**src/rtl/booth_digit_mult.sv**
```systemverilog
// Radix-2 Booth digit consumer: accumulates mr * (sum of signed digits) one digit per clock,
// rebuilds the original multiplier from the nonzero flags and flags illegal digit codes.
module booth_digit_mult #(
  parameter int WIDTH = 4
) (
  input  logic               clk,
  input  logic               rst,
  input  logic [WIDTH-1:0]   mr,
  input  logic [WIDTH-1:0]   x,
  input  logic [WIDTH-1:0]   z,
  input  logic               in_valid,
  output logic               in_ready,
  output logic [2*WIDTH-1:0] prod,
  output logic [WIDTH-1:0]   md_dec,
  output logic               err,
  output logic               out_valid,
  input  logic               out_ready
);

  localparam int CW = (WIDTH > 1) ? $clog2(WIDTH) : 1;
  localparam int PW = 2 * WIDTH;
  localparam logic [CW-1:0] LAST_DIGIT = CW'(WIDTH - 1);

  localparam logic [1:0] IDLE = 2'd0;
  localparam logic [1:0] RUN  = 2'd1;
  localparam logic [1:0] DONE = 2'd2;

  // Digit value: 0, +1 or -1; the illegal code (x=1,z=0) contributes nothing.
  function automatic logic signed [1:0] digit_val(input logic xd, input logic zd);
    if (!zd)
      return 2'sd0;
    else if (xd)
      return -2'sd1;
    else
      return 2'sd1;
  endfunction

  function automatic logic digit_illegal(input logic xd, input logic zd);
    return xd & ~zd;
  endfunction

  // Sign-extend the multiplicand to product width, then weight by 2^sh.
  function automatic logic signed [PW-1:0] weighted_mr(input logic signed [WIDTH-1:0] m,
                                                       input logic [CW-1:0] sh);
    logic signed [PW-1:0] ext;
    ext = PW'(m);
    return ext <<< sh;
  endfunction

  logic [1:0]              state;
  logic [CW-1:0]           cnt;
  logic signed [WIDTH-1:0] mr_q;
  logic [WIDTH-1:0]        x_q;
  logic [WIDTH-1:0]        z_q;
  logic signed [PW-1:0]    acc;
  logic [WIDTH-1:0]        md_q;
  logic                    par;
  logic                    err_q;

  logic signed [1:0]       digit;
  logic signed [PW-1:0]    term;
  logic                    bad;
  logic                    par_next;

  always_comb begin
    digit    = digit_val(x_q[cnt], z_q[cnt]);
    bad      = digit_illegal(x_q[cnt], z_q[cnt]);
    term     = weighted_mr(mr_q, cnt);
    par_next = par ^ z_q[cnt];
  end

  // Operand capture registers carry no reset; they are only read in RUN after a capture.
  always_ff @(posedge clk) begin
    if (state == IDLE && in_valid) begin
      mr_q <= mr;
      x_q  <= x;
      z_q  <= z;
    end
  end

  always_ff @(posedge clk) begin
    if (rst) begin
      state <= IDLE;
      cnt   <= '0;
      acc   <= '0;
      md_q  <= '0;
      par   <= 1'b0;
      err_q <= 1'b0;
    end else begin
      case (state)
        IDLE: begin
          if (in_valid) begin
            acc   <= '0;
            md_q  <= '0;
            par   <= 1'b0;
            err_q <= 1'b0;
            cnt   <= '0;
            state <= RUN;
          end
        end
        RUN: begin
          if (digit == 2'sd1)
            acc <= acc + term;
          else if (digit == -2'sd1)
            acc <= acc - term;
          // md_dec bit i is the running parity of z[0..i].
          md_q[cnt] <= par_next;
          par       <= par_next;
          if (bad)
            err_q <= 1'b1;
          if (cnt == LAST_DIGIT) begin
            cnt   <= '0;
            state <= DONE;
          end else begin
            cnt <= cnt + CW'(1);
          end
        end
        DONE: begin
          if (out_ready)
            state <= IDLE;
        end
        default: state <= IDLE;
      endcase
    end
  end

  assign in_ready  = (state == IDLE);
  assign out_valid = (state == DONE);
  assign prod      = acc;
  assign md_dec    = md_q;
  assign err       = err_q;

endmodule

```
**config.mk**
```make
export PLATFORM = sky130hd
export DESIGN_NAME = booth_digit_mult
export DESIGN_NICKNAME = d
export VERILOG_FILES = /design/src/rtl/booth_digit_mult.sv
export SDC_FILE = /design/constraint.sdc
export NUM_CORES = 1
export LEC_CHECK = 0
export ABC_AREA = 1
export CORE_AREA = 4 4 74 76
export DETAILED_ROUTE_END_ITERATION = 7
export DIE_AREA = 0 0 78 80
export PLACE_DENSITY_LB_ADDON = 0.12
export SETUP_SLACK_MARGIN = 0.1
export SLEW_MARGIN = 20
export SYNTH_ARGS = -nofsm -noshare
export SYNTH_HDL_FRONTEND = slang
export SYNTH_SLANG_ARGS = --single-unit
```
**constraint.sdc**
```tcl
create_clock -name clk -period 3.9 [get_ports clk]
set_clock_uncertainty 0.15 [all_clocks]
set_input_delay 0.78 -clock clk [delete_from_list [all_inputs] [get_ports clk]]
set_output_delay 0.78 -clock clk [all_outputs]
set_load 0.02 [all_outputs]
```
Yosys cells after proc, flatten, opt, wreduce, memory -nomap -nowiden
Index checks and enable logic that the tools add are counted.
- flip-flop bits (word level): 30
- output and inout bits: 15
- add/subtract/negate cells: 3
- magnitude comparators: 2
- equality and inequality tests: 10
- shift operators: 1
- mux-type cells: 26
- bitwise operators: 3
- reductions and logical operators: 8
- operator list (operator ; number):
    $mux 8 ; 3
    $pmux 8 s2 ; 1
    $mux 2 ; 7
    $reduce_and 3->1 ; 3
    $add 8x8->8 ; 1
    $pmux 4 s2 ; 1
    $sshl 4x2->8 ; 1
    $sub 8x8->8 ; 1
    $eq 2x2->1 const B ; 3
    $ne 2x2->1 const B ; 3
    $pmux 2 s3 ; 1
    $mux 1 ; 5
    $bmux 1 s2 ; 2
    $bwmux 4 ; 1
    $eq 2x1->1 const B ; 2
    $mux 4 ; 1
    $pmux 1 s2 ; 2
    $pmux 2 s2 ; 1
    $lt 2x3->1 const B ; 1
    $ne 3x3->1 const B ; 1
    $add 2x1->2 const B ; 1
    $demux 1 s2 ; 1
    $ge 2x1->1 const B ; 1
    $logic_and 1x1->1 ; 2
    other kinds (7) ; 7

Depth between registers and ports, before layout
- word-level depth: 8
- depth in mapped cells: 20

Worst setup path after synthesis
No wires, ideal clock.
- kind: register to register
- start point: reg cnt[0]
- end point: reg acc[6], in the netlist prod[6]
- library setup time: 0.134 ns
- data arrival time: 2.479 ns
- data required time: 3.616 ns
- setup slack: 1.137 ns
- stages on the path, launching flop included: 21
- path buffers: 1
- period minus slack after synthesis: 2.763 ns
- cells stage by stage: dfxtp_1 -> buf_6 -> inv_8 -> nand2_1 -> nand3_1 -> nand2_1 -> inv_2 -> nor2_8 -> inv_1 -> nand2_1 -> o21ai_0 -> fa_1 -> inv_1 -> a21oi_1 -> o21ai_0 -> nand2_1 -> nand2_1 -> a21oi_1 -> or2_2 -> nand3_1 -> a21oi_1
- cells in the longest elaborated chain, start to end: 7
- elaborated cells on any way between the ends: 16
- those cells by class: add/sub (2); eq/ne (3); shift (1); mux (9); reduce/logical (1)
- RTL lines (item ; RTL line ; text):
    start, declared ; 51 ; logic [CW-1:0] cnt;
    start signal, assigned ; 115 ; cnt <= cnt + CW'(1);
    parallel branches: the longest is 7 deep, another holds $sub 8x8->8 ; n/a ;
    end signal, assigned ; 103 ; acc <= acc + term;
    end signal, assigned ; 105 ; acc <= acc - term;
    end, declared ; 55 ; logic signed [PW-1:0] acc;
Parallel ways; which one is timed is not known. The select of a mux whose other input is x is not followed.
A chain may end at the register's enable or synchronous reset.

Worst setup path after layout
- start point: reg cnt[1]
- end point: reg acc[6], in the netlist prod[6]
The elaborated chain is that of the path after synthesis.

==> impl_summary.log <==
[metrics] status: complete, no violations
[metrics] Clock Sink Count: 30
[metrics] hold-fix buffer count after cts: 0
[metrics] cell type contributing the most total cell area after synthesis: sky130_fd_sc_hd__dfxtp_1
[metrics] critical path class: reg -> reg
[metrics] kind of launch point of the worst setup path: register
[metrics] Top-Level Pins: 31
[metrics] Die Footprint: 6240 um2
[metrics] min Tclk post-route: 3.294 ns
[metrics] unrepaired setup endpoints after global routing: no
[metrics] relative area change from synthesis to final layout: 23.69%
[metrics] peak clock frequency supported by timing: 303.6 MHz
[metrics] Buffers on Ports: 30
[metrics] area of the multi-input gates: 1020 um2
[metrics] number of H-tree levels: 2
[metrics] commonest cells after routing, fill and taps aside: sky130_fd_sc_hd__nand2_1, sky130_fd_sc_hd__clkdlybuf4s50_1, sky130_fd_sc_hd__inv_1
[metrics] routability congestion estimate: 0.8639
[metrics] number of cells on the worst reg-to-reg path: 17
[metrics] worst-path cell chain: inv_2 -> nand3_2 -> nand2_4 -> nor2_8 -> inv_1 -> nand2_1 -> o21ai_0 -> fa_1 -> inv_1 -> a21oi_1 -> o21ai_0 -> nand2_1 -> nand2_1 -> a21oi_1 -> or2_2 -> nand3_1 -> a21oi_1
[metrics] Starting DRT DRC Count: 54
[metrics] routed length per instance: 11.37 um
[metrics] effective utilization at floorplan: 0.4003
[metrics] Tightest Hold Check Type: reg -> reg
[metrics] most common cell after layout, fill and taps aside: sky130_fd_sc_hd__nand2_1
[metrics] critical path's slowest cell: sky130_fd_sc_hd__dfxtp_1
[metrics] post-DP HPWL: 2.860 mm
[metrics] worst skew pair latency: 0.28 ns
[metrics] remaining routing DRC violations: 0
[metrics] std cell rows: 25
[metrics] Post-Syn Area per Cell: 8.365 um2
[metrics] share of the synthesized area in the top cell type: 0.1906
[metrics] final critical-path share of the clock period: 0.8445
[metrics] area used by sequential logic in the layout: 720.7 um2
[metrics] setup slack on the worst flop-to-flop path: 0.61 ns
[metrics] count of unique library cells instantiated by Yosys: 35
[metrics] TritonCTS clock tree: yes
[metrics] power per cell area: 379.3 nW/um2
[metrics] max-slew headroom at the worst pin: 0.6239
[metrics] capture instance of the worst register-to-register path: prod[6]
[metrics] drt total wl: 3.719 mm
[metrics] Core Region: 4723 um2
[metrics] Hold Violations, Final: 0
[metrics] die height: 80 um
[metrics] overall power consumption: 886.9 uW
[metrics] slowest stage delay, CP: 0.68 ns
[metrics] count of state elements after synthesis: 30
[metrics] max-capacitance violation count: 0
[metrics] register area share after synthesis: 0.3812
[metrics] overall track demand over capacity in global routing: 0.1369
[metrics] clock-pin transition on the worst setup and hold timing paths: 0.06 ns
[metrics] final-report max-slew violation count: 0
[metrics] Mapped Nets: 254
[metrics] critical register-to-register path startpoint: cnt[1]
[metrics] post-CTS setup repair buffer count: 0
[metrics] data required time of the worst path: 3.90 ns
[metrics] width of the die: 78 um
[metrics] total iterations of the first detailed-routing run: 4
[metrics] number of vias per cell: 4.639
[metrics] leading post-synthesis cells by cell area: sky130_fd_sc_hd__dfxtp_1, sky130_fd_sc_hd__edfxtp_1, sky130_fd_sc_hd__nand2_1
[metrics] vias after detailed routing: 1517
[metrics] Bufs on Longest Clock Path: 2
[metrics] layout cells sized above 1: 0.1846
[metrics] worst-path fanout max: 13
[metrics] vias in the first global route: 1547
[metrics] Fillers: 457
[metrics] Gates resized, CTS repair: 0
[metrics] antenna violations before repair: 0
[metrics] number of nets with antenna violations after routing: 0
[metrics] buffer type at the clock tree root: sky130_fd_sc_hd__clkbuf_8
[metrics] Yosys warning count: 0
[metrics] Synth Instances: 226
[metrics] peak ir drop on the vdd network: 0.1655 mV
[metrics] Diodes inserted: 0
[metrics] Leakage: 0.9864 nW
[metrics] number of cells in the finished layout apart from fillers: 327
[metrics] worst path arrival time: 3.29 ns
[metrics] TNS Setup: 0 ns
[metrics] global-route wire length before repair: 6.693 mm
[metrics] worst-margin pin slew: 0.5624 ns
[metrics] pin count of the biggest net entering global routing: 16
[metrics] origin of the worst setup path: cnt[1]
[metrics] placed cell count: 320
[metrics] number of buffers added by the clock tree synthesis step: 5
[metrics] Final #Nets: 288
[metrics] total congestion overflow: 0
[metrics] capturing element of the worst setup path: prod[6]
[metrics] summed instance area of the synthesized netlist: 1891 um2
[metrics] final number of setup-violating endpoints: 0
[metrics] critical path capture point type: register
-- flip-flops by register name (all words and copies together), names as in the netlist --
register / flops
x_q: 4
mr_q: 4
par: 1
state: 2
err: 1
z_q: 4
cnt: 2
prod: 8
md_dec: 4
-- Yosys cell counts (all sizes together) --
master   n
a211oi   1
nand3   21
o31ai    1
nor2    15
fa       1
o21ai    9
o21a     1
edfxtp  12
nor3     1
buf      2
nand4    1
a32o     3
o22ai    1
xnor2    1
nand2   63
a31o     1
a21oi   23
or2      2
clkbuf   1
ha      11
dfxtp   18
inv     32
a21boi   1
xor2     4
-- where the power goes --
| part | internal [mW] | switching [mW] |
|---|---|---|
| clock | 0.140 | 0.114 |
| sequential | 0.347 | 0.0185 |
| combinational | 0.107 | 0.160 |
| total | 0.594 | 0.293 |
-- worst max-delay path: cells and delay by family (launching register included) --
kind	cells	cell delay (ns)
adders and majority gates	1	0.41
buffers and inverters	3	0.38
and+or+nand+nor	8	0.95
DFF	1	0.68
AOI/OAI and AO/OA	5	0.59
-- cell families after synthesis --
logic type      share of synthesized area
fa+ha+maj                         0.08339
flops                              0.3812
compound gates                     0.1284
simple gates                       0.3044
buf+inv                           0.07942
xor+xnor                          0.02316
-- stage by stage --
step / setup WS (ns) / cell area [um2] / hold slack (ns) / utilization
after floorplan: 1.137 / 1891 / 0.3015 / -
after global placement: 0.6212 / 2252 / 0.3208 / 0.4768
after detailed placement: 0.5614 / 2252 / 0.3228 / 0.4768
after CTS: 0.5454 / 2338 / 0.3329 / 0.4951
after global routing: 0.1770 / 2338 / 0.3541 / 0.4951
final: 0.6063 / 2338 / 0.3285 / 0.4951
-- worst min-delay path by stage --
| stage | from | endpoint | depth (start not counted) |
|---|---|---|---|
| finish | err | err | 2 |
| global route | par | par | 2 |
| CTS | err | err | 2 |
| detailed placement | par | par | 2 |
| global placement | par | par | 2 |
| floorplan | par | par | 2 |
-- layout make-up --
class | instances | area share
flip-flops and latches | 30 | 0.3082
repair buffers | 30 | 0.1284
multi-input cells | 161 | 0.4361
well taps | 67 | 0.03585
clock buffers | 7 | 0.03692
inverters | 32 | 0.05457
-- routing by layer --
| metal | vias to the layer above | GRT usage | part of all wire |
|---|---|---|---|
| met2 | 22 | 0.2372 | 0.49 |
| li1 | 816 | - | - |
| met4 | 0 | 0.06294 | 0.026 |
| met3 | 9 | 0.03725 | 0.031 |
| met5 | - | 0 | 0 |
| met1 | 670 | 0.1566 | 0.45 |
Power figures use the tool's default switching activity.
